[src/rtl/quiz_judge.sv]
// quiz_judge: round controller and BCD scorekeeper for the two-player quiz game.
// Registers the decoded (answer, player) pair, filters it for stability, arbitrates
// the first valid responder, judges it against the latched key and keeps 00-99 scores.
module quiz_judge #(
  parameter int unsigned STABLE_CYCLES = 4,
  parameter int unsigned SHOW_CYCLES   = 16
) (
  input  logic       clk,
  input  logic       rst,
  input  logic [2:0] anssel,
  input  logic [1:0] player,
  input  logic [2:0] key,
  input  logic       round_start,
  input  logic       score_clr,
  output logic [3:0] p1_tens,
  output logic [3:0] p1_ones,
  output logic [3:0] p2_tens,
  output logic [3:0] p2_ones,
  output logic [1:0] winner,
  output logic [1:0] lockout,
  output logic       armed,
  output logic       show
);

  typedef enum logic [1:0] {S_IDLE, S_ARMED, S_JUDGE, S_SHOW} state_e;

  localparam logic [7:0]  STABLE_W  = 8'(STABLE_CYCLES);
  localparam logic [15:0] SHOW_LAST = 16'(SHOW_CYCLES - 1);

  state_e      state_q, state_d;
  logic [2:0]  ans_q, last_ans_q;
  logic [1:0]  ply_q, last_ply_q;
  logic [2:0]  cand_ans_q, cand_ans_d;
  logic [1:0]  cand_ply_q, cand_ply_d;
  logic [7:0]  cnt_q, cnt_d;
  logic [15:0] show_cnt_q, show_cnt_d;
  logic [2:0]  key_q, key_d;
  logic [1:0]  winner_q, winner_d;
  logic [1:0]  lockout_q, lockout_d;
  logic [7:0]  s1_q, s1_d;   // {tens, ones}
  logic [7:0]  s2_q, s2_d;   // {tens, ones}

  logic       pair_valid, pair_same, key_ok;
  logic [1:0] lock_wrong;

  // Saturating two-digit BCD increment: 09 -> 10, 99 stays 99.
  function automatic logic [7:0] bcd_inc(input logic [7:0] s);
    if (s == 8'h99)        return s;
    if (s[3:0] == 4'd9)    return {s[7:4] + 4'd1, 4'd0};
    return {s[7:4], s[3:0] + 4'd1};
  endfunction

  // A pair counts only if it names an answer, a player, and that player may still answer.
  assign pair_valid = (ans_q >= 3'd1) && (ans_q <= 3'd4) &&
                      (((ply_q == 2'd1) && !lockout_q[0]) ||
                       ((ply_q == 2'd2) && !lockout_q[1]));
  assign pair_same  = (ans_q == last_ans_q) && (ply_q == last_ply_q);
  assign key_ok     = (key >= 3'd1) && (key <= 3'd4);
  assign lock_wrong = lockout_q | ((cand_ply_q == 2'd1) ? 2'b01 : 2'b10);

  // Input pair register plus a one-cycle history copy for the stability comparison.
  always_ff @(posedge clk or posedge rst) begin
    if (rst) begin
      ans_q      <= '0;
      ply_q      <= '0;
      last_ans_q <= '0;
      last_ply_q <= '0;
    end else begin
      // NOTE: non-blocking assignments so every register samples pre-edge values together.
      ans_q      <= anssel;
      ply_q      <= player;
      last_ans_q <= ans_q;
      last_ply_q <= ply_q;
    end
  end

  // Round state, filter, show timer, key, result and score registers.
  always_ff @(posedge clk or posedge rst) begin
    if (rst) begin
      state_q    <= S_IDLE;
      cand_ans_q <= '0;
      cand_ply_q <= '0;
      cnt_q      <= '0;
      show_cnt_q <= '0;
      key_q      <= '0;
      winner_q   <= '0;
      lockout_q  <= '0;
      s1_q       <= '0;
      s2_q       <= '0;
    end else begin
      state_q    <= state_d;
      cand_ans_q <= cand_ans_d;
      cand_ply_q <= cand_ply_d;
      cnt_q      <= cnt_d;
      show_cnt_q <= show_cnt_d;
      key_q      <= key_d;
      winner_q   <= winner_d;
      lockout_q  <= lockout_d;
      s1_q       <= s1_d;
      s2_q       <= s2_d;
    end
  end

  // Next-state logic: arming, stability filter, judging, result hold and score clear.
  always_comb begin
    // NOTE: every signal gets its default first so no path leaves one unassigned (no latches).
    state_d    = state_q;
    cand_ans_d = cand_ans_q;
    cand_ply_d = cand_ply_q;
    cnt_d      = '0;
    show_cnt_d = '0;
    key_d      = key_q;
    winner_d   = winner_q;
    lockout_d  = lockout_q;
    s1_d       = s1_q;
    s2_d       = s2_q;

    case (state_q)
      S_IDLE: begin
        if (round_start) begin
          key_d = key;
          if (key_ok) begin
            lockout_d = '0;
            winner_d  = '0;
            state_d   = S_ARMED;
          end
        end
      end
      S_ARMED: begin
        if (round_start) begin
          // Restart: new key, lockouts cleared, filter emptied (cnt_d default 0).
          key_d     = key;
          lockout_d = '0;
        end else if (cnt_q == STABLE_W) begin
          state_d = S_JUDGE;
        end else if (pair_valid) begin
          // A fresh pair starts the run at 1; the same pair keeps counting.
          cnt_d      = pair_same ? cnt_q + 8'd1 : 8'd1;
          cand_ans_d = ans_q;
          cand_ply_d = ply_q;
        end
      end
      S_JUDGE: begin
        if (cand_ans_q == key_q) begin
          winner_d = cand_ply_q;
          state_d  = S_SHOW;
          if (cand_ply_q == 2'd1) s1_d = bcd_inc(s1_q);
          else                    s2_d = bcd_inc(s2_q);
        end else begin
          lockout_d = lock_wrong;
          if (&lock_wrong) begin
            winner_d = '0;
            state_d  = S_SHOW;
          end else begin
            state_d  = S_ARMED;
          end
        end
      end
      S_SHOW: begin
        if (show_cnt_q == SHOW_LAST) state_d = S_IDLE;
        else                         show_cnt_d = show_cnt_q + 16'd1;
      end
      default: state_d = S_IDLE;
    endcase

    // Clear takes priority over any increment made in the same cycle.
    if (score_clr) begin
      s1_d = '0;
      s2_d = '0;
    end
  end

  assign p1_tens = s1_q[7:4];
  assign p1_ones = s1_q[3:0];
  assign p2_tens = s2_q[7:4];
  assign p2_ones = s2_q[3:0];
  assign winner  = winner_q;
  assign lockout = lockout_q;
  assign armed   = (state_q == S_ARMED);
  assign show    = (state_q == S_SHOW);

endmodule

[config.mk]
export PLATFORM = sky130hd
export DESIGN_NAME = quiz_judge
export DESIGN_NICKNAME = d
export VERILOG_FILES = /design/src/rtl/quiz_judge.sv
export SDC_FILE = /design/constraint.sdc
export NUM_CORES = 1
export LEC_CHECK = 0
export CORE_MARGIN = 1
export CORE_UTILIZATION = 56
export CTS_CLUSTER_SIZE = 16
export DETAILED_ROUTE_END_ITERATION = 6
export GPL_ROUTABILITY_DRIVEN = 0
export PLACE_DENSITY_LB_ADDON = 0.08
export SETUP_SLACK_MARGIN = 0.1
export SYNTH_ARGS = -nofsm -noshare
export SYNTH_HDL_FRONTEND = slang
export SYNTH_SLANG_ARGS = --single-unit
[constraint.sdc]
create_clock -name clk -period 2.9 [get_ports clk]
set_input_delay 0.87 -clock clk [delete_from_list [all_inputs] [get_ports clk]]
set_output_delay 0.87 -clock clk [all_outputs]
set_load 0.005 [all_outputs]
==> results of run 1 <==
[through the flow]
step	cell area [sq um]	utilization	setup slack (ns)	hold slack, ns
after floorplan	3200	-	0.432	0.408
after global routing	3810	0.693	0.424	0.466
after detailed placement	3610	0.656	0.428	0.433
final	3810	0.693	0.490	0.442
after global placement	3610	0.656	0.473	0.432
after CTS	3810	0.693	0.473	0.448
[metal layers]
layer,vias up,GRT usage,wire [um]
met3,12,0.0388,217
met5,-,0,0
li1,1162,-,-
met1,1135,0.292,2860
met4,0,0.126,118
met2,52,0.336,2730
[worst register-to-register path, delay by kind of cell (launching register included)]
family,cells,cell delay [ns]
and+or+nand+nor,3,0.84
DFF,1,0.42
muxes,1,0.39
adders and majority gates,1,0.13
buffers and inverters,1,0.08
[layout by cell type (no fill, tap or decap), types with 8 or more instances in the layout]
master                            Yosys  final
sky130_fd_sc_hd__nor3_1              12     12
sky130_fd_sc_hd__nor2_1              29     29
sky130_fd_sc_hd__xnor2_1             15     15
sky130_fd_sc_hd__dfrtp_1             64     64
sky130_fd_sc_hd__o21ai_0              8      8
sky130_fd_sc_hd__nand3_1             14     14
sky130_fd_sc_hd__mux2_2               9      9
sky130_fd_sc_hd__xor2_1              11     11
sky130_fd_sc_hd__clkdlybuf4s50_1      0     33
sky130_fd_sc_hd__inv_1               18     17
sky130_fd_sc_hd__clkbuf_8             0      9
sky130_fd_sc_hd__nand4_1              8      8
sky130_fd_sc_hd__nand2_1             11     11
sky130_fd_sc_hd__a21oi_1             13     13
sky130_fd_sc_hd__ha_1                11     11
[cell families after synthesis]
group | Yosys count | synth area share
fa+ha+maj | 11 | 0.0431
simple gates | 125 | 0.222
compound gates | 41 | 0.0803
mux | 11 | 0.0380
buf+inv | 24 | 0.0286
xor+xnor | 29 | 0.0865
flops | 64 | 0.501
[registers in the layout (all words and copies together), names as in the netlist]
name and cells:
winner 2, ply_q 2, s1_q 8, show_cnt_q 16, s2_q 8, cnt_q 8
lockout 2, cand_ans_q 3, last_ply_q 2, ans_q 3, state_q 2, last_ans_q 3
key_q 3, cand_ply_q 2
[how the worst min path moves through the flow]
stage,from,endpoint,slack [ns],cells past startpoint
3_5_place_dp,ans_q[1],last_ans_q[1],0.43,0
2_1_floorplan,ans_q[1],last_ans_q[1],0.41,0
5_1_grt,ans_q[1],last_ans_q[1],0.47,0
4_1_cts,ans_q[1],last_ans_q[1],0.45,0
6_report,ans_q[1],last_ans_q[1],0.44,0
3_3_place_gp,ans_q[1],last_ans_q[1],0.43,0
[cell type report]
class | instances | share of cell area
Sequential cell | 64 | 0.420
Multi-Input combinational cell | 217 | 0.394
Inverter | 18 | 0.0177
Clock inverter | 4 | 0.0184
Clock buffer | 11 | 0.0344
Timing Repair Buffer | 34 | 0.0919
Tap cell | 72 | 0.0236
[power by group through the flow]
| stage | Sequential [W] | Clock (W) | Combinational, W |
|---|---|---|---|
| 2_1_floorplan | 0.000996 | 0 | 0.000163 |
| 3_3_place_gp | 0.00101 | 0 | 0.000221 |
| 3_5_place_dp | 0.00101 | 0 | 0.000227 |
| 4_1_cts | 0.000992 | 0.000809 | 0.000227 |
| 5_1_grt | 0.000998 | 0.000841 | 0.000245 |
| 6_report | 0.000992 | 0.000793 | 0.000223 |
==> out/qor.txt, run 1 <==
OUTCOME
----------------------------------------------------------------------------------
Result of the run                                                     finished, final reports clean

SETUP PATH
----------------------------------------------------------------------------------
CP Depth                                                                         2
Peak per-stage delay on the critical path                                  0.51 ns
Setup slack, reg-to-reg                                                    0.94 ns
Critical Path Start Type                                                 flip-flop
Launch point of the worst path                                          state_q[1]
Data required time of the worst path                                       2.03 ns
Gate family responsible for the most delay along the worst path       buffers and inverters
Master of the slowest instance on the critical path                   sky130_fd_sc_hd__clkdlybuf4s50_1
CP Capture Type                                                         output pin
Worst R2R Path Depth                                                             6
Class of the most critical setup path                                 flip-flop to output pin
Highest fanout seen on the critical path                                         8
R2R Path End                                                               s2_q[5]
Critical R2R Launch                                                        s2_q[1]
Endpoint of the worst setup timing path                                      armed
Critical Path AT                                                           1.54 ns
Number of buffer and inverter stages on the critical path                        1
List of cells traversed by the critical path                          and2b_1 -> clkdlybuf4s50_1

GLOBAL ROUTE
----------------------------------------------------------------------------------
Wire length of the first global-routing pass                               10.1 mm
Antenna violations before repair                                                 0
Via count of the first global-routing pass                                    2224
Total Routing Usage GR                                                       0.219
Grt ovf                                                                          0
Maximum number of pins on one net before global-route repair                    65

TIMING
----------------------------------------------------------------------------------
Final number of setup-violating endpoints                                        0
Fmax                                                                     0.415 GHz
Final hold violations                                                            0
Final period utilization                                                     0.831
Setup repair after global routing missed its margin                             no
Pin slew with the least headroom to its limit                             0.712 ns
Final period demand of the worst path                                      2.41 ns
Clock skew after layout                                                 0.00402 ns
Pins over their slew limit                                                       0
Final total negative setup slack                                              0 ns
Max-Slew Margin vs Limit                                                     0.524

CLOCKING
----------------------------------------------------------------------------------
Worst-path clk slew                                                        0.06 ns
H-tree level count                                                               3
Buffer count from post-CTS setup fixing                                          0
Clock insertion delay at the later pin of the skew report                  0.33 ns
TritonCTS clock tree                                                         built
CTS resizes                                                                      0
Num CTS Buffers                                                                  9
Clock sink count                                                                64
Buffer levels on the longest clock path                                          2
Hold bufs inserted after CTS                                                     0
Root Driver                                                           sky130_fd_sc_hd__clkbuf_8

FINAL LAYOUT
----------------------------------------------------------------------------------
Share of final-layout standard cells stronger than drive strength 1         0.0891
Number of non-filler instances in the completed layout                         420
Flip-flop and latch area                                                1600 sq um
Number of nets in the layout                                                   367
Diode count                                                                      0
# fillers                                                                      429
P&R area growth vs syn                                                       19.3%
Footprint of the multi-input gates                                      1500 sq um

LOGIC SYNTHESIS
----------------------------------------------------------------------------------
Most used standard cells in the synthesized netlist                   sky130_fd_sc_hd__dfrtp_1, sky130_fd_sc_hd__nor2_1, sky130_fd_sc_hd__inv_1
Number of instances in the synthesized netlist                                 305
Average footprint of a synthesized cell                                 10.5 sq um
Cell with the most instances after synthesis                          sky130_fd_sc_hd__dfrtp_1
EDFF count, synth                                                                0
Area contributors post-synth                                          sky130_fd_sc_hd__dfrtp_1, sky130_fd_sc_hd__ha_1, sky130_fd_sc_hd__xnor2_1, sky130_fd_sc_hd__nor2_1, sky130_fd_sc_hd__mux2_2
Number of synthesized register bits                                             64
Combined area of all synthesized cells                                  3200 sq um
Post-Synthesis Net Count                                                       328
Ys async rst share                                                            1.00
Number of warning messages in the yosys log                                      0
Predominant post-synthesis flop cell                                  sky130_fd_sc_hd__dfrtp_1
Number of distinct library cells after synthesis                                47
Sequential area share after synthesis                                        0.501
Top cell type's share of synthesized area                                    0.501
Leading area contributor after synthesis                              sky130_fd_sc_hd__dfrtp_1

PWR
----------------------------------------------------------------------------------
Internal portion of total power                                          0.00153 W
Static power due to leakage                                                1.54 nW
Pwr dens                                                               526 nW/um^2
Largest voltage drop on the vdd net                                         400 uV
Total power                                                              0.00201 W
Psw                                                                     0.000477 W
Proportion of power drawn by combinational gates                             0.111
Net switching fraction of the power                                          0.238
Relative contribution of the clock network to total power                    0.395
Part of the total power dissipated in sequential elements                    0.494

FLOORPLANNING
----------------------------------------------------------------------------------
CORE AREA                                                               5510 sq um
Die height                                                                 77.5 um
Starting utilization of the core area                                        0.580
FP Rows                                                                         27
Floorplan die width                                                        77.5 um
Die area                                                                6010 sq um
I/O Pins                                                                        34

ROUTE
----------------------------------------------------------------------------------
Number of nets with antenna violations after detailed routing                    0
Total length of routed wires                                               5.93 mm
DRT Pass-1 Iters                                                                 4
Avg WL per Cell                                                            14.1 um
Vias                                                                          2361
DRC violations left                                                              0
Iteration-0 DRC Markers                                                        130
Vias per cell                                                                 5.62

JOB
----------------------------------------------------------------------------------
Count of maximum capacitance violations                                          0

PLACEMENT
----------------------------------------------------------------------------------
IO buf count                                                                    33
HPWL reported at the end of detailed placement                             4.08 mm
Placed cell count                                                              405

MIN PATH
----------------------------------------------------------------------------------
HP Class                                                              flip-flop to flip-flop

Note: power is estimated with default switching activity, not from simulation.
==> run 2: changes to the inputs <==
--- a/config.mk
+++ b/config.mk
@@ -6,7 +6,7 @@
 export NUM_CORES = 1
 export LEC_CHECK = 0
 export CORE_MARGIN = 1
-export CORE_UTILIZATION = 56
+export CORE_UTILIZATION = 51
 export CTS_CLUSTER_SIZE = 16
 export DETAILED_ROUTE_END_ITERATION = 6
 export GPL_ROUTABILITY_DRIVEN = 0
==> constraint.sdc (replaced) <==
create_clock -name clk -period 2 [get_ports clk]
set_input_delay 0.6 -clock clk [delete_from_list [all_inputs] [get_ports clk]]
set_output_delay 0.6 -clock clk [all_outputs]
set_load 0.005 [all_outputs]
==> out/qor.txt, run 2 (same netlist as run 1, synthesis figures left out) <==
OUTCOME
----------------------------------------------------------------------------------
Result of the run                                                     finished, final reports clean

TIMING
----------------------------------------------------------------------------------
Final period utilization                                                     0.927
Clock skew after layout                                                  0.0133 ns   +0.00925 ns
Final number of setup-violating endpoints                                        0   unchanged
Final period demand of the worst path                                      1.85 ns
Max-Slew Margin vs Limit                                                     0.749   +0.225
Fmax                                                                     0.540 GHz
Pins over their slew limit                                                       0   unchanged
Setup repair after global routing missed its margin                            yes
Pin slew with the least headroom to its limit                             0.376 ns   -0.335 ns
Final hold violations                                                            0   unchanged

PWR
----------------------------------------------------------------------------------
Internal portion of total power                                          0.00218 W   +42%
Psw                                                                     0.000844 W   +77%
Relative contribution of the clock network to total power                    0.364   -0.031
Part of the total power dissipated in sequential elements                    0.480   -0.014
Total power                                                              0.00302 W   +51%
Proportion of power drawn by combinational gates                             0.156   +0.045
Net switching fraction of the power                                          0.279   +0.0414
Pwr dens                                                               732 nW/um^2   +39%
Largest voltage drop on the vdd net                                         592 uV   +48%
Static power due to leakage                                                1.75 nW   +14%

ROUTE
----------------------------------------------------------------------------------
Met3 WL                                                                     224 um   +3.2%
Detailed route wirelength on metal2                                        3.29 mm   +20%
Total length of routed wires                                               6.86 mm   +16%
Iteration-0 DRC Markers                                                        107   -18%
Vias                                                                          2512   +6.4%
DRC violations left                                                              0   unchanged
Vias per cell                                                                 5.55   -1.4%
Wire length the detailed router placed on met1                             3.23 mm   +13%
Number of nets with antenna violations after detailed routing                    0   unchanged
DRT Pass-1 Iters                                                                 4   unchanged
Avg WL per Cell                                                            15.1 um   +7.4%
Highest routed layer                                                          met4

FINAL LAYOUT
----------------------------------------------------------------------------------
Share of final-layout standard cells stronger than drive strength 1          0.201   +0.112
Most common library cell in the layout ignoring fill and taps         sky130_fd_sc_hd__dfrtp_1
Most frequent cells in the layout                                     sky130_fd_sc_hd__dfrtp_1, sky130_fd_sc_hd__nor2_1, sky130_fd_sc_hd__buf_4, sky130_fd_sc_hd__clkdlybuf4s50_1, sky130_fd_sc_hd__inv_1
Largest register by flop count                                          show_cnt_q
# fillers                                                                      465   +8.4%
P&R area growth vs syn                                                       29.2%
Flip-flop count of the largest register after layout                            16   unchanged
Number of nets in the layout                                                   396   +7.9%
Cell area after layout                                                  4130 sq um   +8.2%
Number of non-filler instances in the completed layout                         453   +7.9%
Diode count                                                                      0   unchanged

SETUP PATH
----------------------------------------------------------------------------------
Worst R2R Path Depth                                                             5   -1
Setup slack, reg-to-reg                                                    0.15 ns   -0.79 ns
Critical Path AT                                                           1.25 ns   -0.29 ns
R2R Path End                                                               s1_q[6]
Highest fanout seen on the critical path                                         7   -1
Critical Path Start Type                                                 flip-flop
Critical R2R Launch                                                     state_q[0]
Data required time of the worst path                                       1.40 ns   -0.63 ns
Class of the most critical setup path                                 flip-flop to output pin
CP Capture Type                                                         output pin

PLACEMENT
----------------------------------------------------------------------------------
Area after DPL                                                          3690 sq um   +2.3%
HPWL reported at the end of detailed placement                             4.33 mm   +6.2%
Placed cell count                                                              418   +3.2%
IO buf count                                                                    33   unchanged

GLOBAL ROUTE
----------------------------------------------------------------------------------
Maximum number of pins on one net before global-route repair                    65   unchanged
Antenna violations before repair                                                 0   unchanged
Wire length of the first global-routing pass                               10.6 mm   +4.9%
Via count of the first global-routing pass                                    2317   +4.2%
Total Routing Usage GR                                                       0.215   -0.00357
Grt ovf                                                                          0   unchanged

FLOORPLANNING
----------------------------------------------------------------------------------
CORE AREA                                                               5990 sq um   +8.8%
Floorplan die width                                                        81.2 um   +4.7%
Die height                                                                 81.2 um   +4.7%
I/O Pins                                                                        34   unchanged
Starting utilization of the core area                                        0.533   -0.0469
FP Rows                                                                         28   +3.7%
Die area                                                                6590 sq um   +9.5%

CLOCKING
----------------------------------------------------------------------------------
Buffer levels on the longest clock path                                          2   unchanged
TritonCTS clock tree                                                         built
Root Driver                                                           sky130_fd_sc_hd__clkbuf_8
Num CTS Buffers                                                                  9   unchanged
Clock sink count                                                                64   unchanged
H-tree level count                                                               3   unchanged
Clock insertion delay at the later pin of the skew report                  0.34 ns   about the same
Hold bufs inserted after CTS                                                     0   unchanged
Worst-path clk slew                                                        0.07 ns   about the same

MIN PATH
----------------------------------------------------------------------------------
Start point of the worst hold path                                        ans_q[1]
End point of the most critical hold path                              last_ans_q[1]
Number of instances on the worst hold path                                       0   unchanged
HP Class                                                              flip-flop to flip-flop

JOB
----------------------------------------------------------------------------------
Count of maximum capacitance violations                                          0   unchanged

[run 2: changes by cell type in the layout (fill, tap and decap cells not counted), sizes merged, moves of 2 or more]
| cell | before | now |
|---|---|---|
| dlymetal6s2s | 0 | 5 |
| buf | 1 | 29 |
| clkinv | 2 | 4 |
| clkinvlp | 0 | 3 |
| clkdlybuf4s50 | 33 | 27 |
[run 2: power groups by stage]
stage	logic (W)	registers (W)	clock network, W
6_report	0.000473	0.00145	0.00110
5_1_grt	0.000513	0.00146	0.00118
4_1_cts	0.000400	0.00143	0.00113
3_5_place_dp	0.000377	0.00146	0
3_3_place_gp	0.000367	0.00145	0
2_1_floorplan	0.000237	0.00144	0
[run 2: area by class of cell]
type	count	area, sq um	area share
Timing Repair Buffer	62	568	0.138
Sequential cell	64	1610	0.390
Inverter	18	71.3	0.0173
Clock inverter	7	72.6	0.0176
Tap cell	75	93.8	0.0227
Clock buffer	9	124	0.0300
Multi-Input combinational cell	218	1590	0.385
[run 2: per-stage QoR]
stage | setup slack, ns | utilization | setup TNS (ns) | hold WS (ns)
6_report | 0.147 | 0.689 | 0 | 0.440
4_1_cts | 0.00185 | 0.659 | 0 | 0.448
2_1_floorplan | 0.189 | - | 0 | 0.408
3_5_place_dp | -0.0278 | 0.617 | -0.157 | 0.433
5_1_grt | 0.0644 | 0.689 | 0 | 0.460
3_3_place_gp | -0.00519 | 0.617 | -0.00583 | 0.430
[run 2: timing repair]
item | in CTS | in global routing
pin swaps | 0 | 3
resized for setup | 6 | 20
setup endpoints to repair | 10 | 36
cloned | 0 | 1
endpoints found under the hold margin | 0 | 0
buffers inserted | 6 | 12
[run 2: worst max path at each step]
stage | from | to | slack [ns] | cells after the start
6_report | state_q[0] | armed | 0.15 | 3
5_1_grt | key_q[2] | s2_q[0] | 0.06 | 5
4_1_cts | state_q[0] | show | 0.002 | 3
3_5_place_dp | key[1] | winner[0] | -0.03 | 5
3_3_place_gp | round_start | cnt_q[6] | -0.005 | 5
2_1_floorplan | cnt_q[0] | cand_ply_q[0] | 0.19 | 7
[run 2: per-layer routing]
| metal | vias to the layer above | track usage |
|---|---|---|
| li1 | 1228 | - |
| met1 | 1209 | 0.284 |
| met2 | 63 | 0.342 |
| met3 | 12 | 0.0404 |
| met4 | 0 | 0.102 |
| met5 | - | 0 |
[run 2: worst max-delay path: stages (launching register included)]
cell and delay, ns:
sky130_fd_sc_hd__dfrtp_2 0.43, sky130_fd_sc_hd__buf_4 0.16, sky130_fd_sc_hd__and2b_2 0.21, sky130_fd_sc_hd__clkbuf_2 0.11
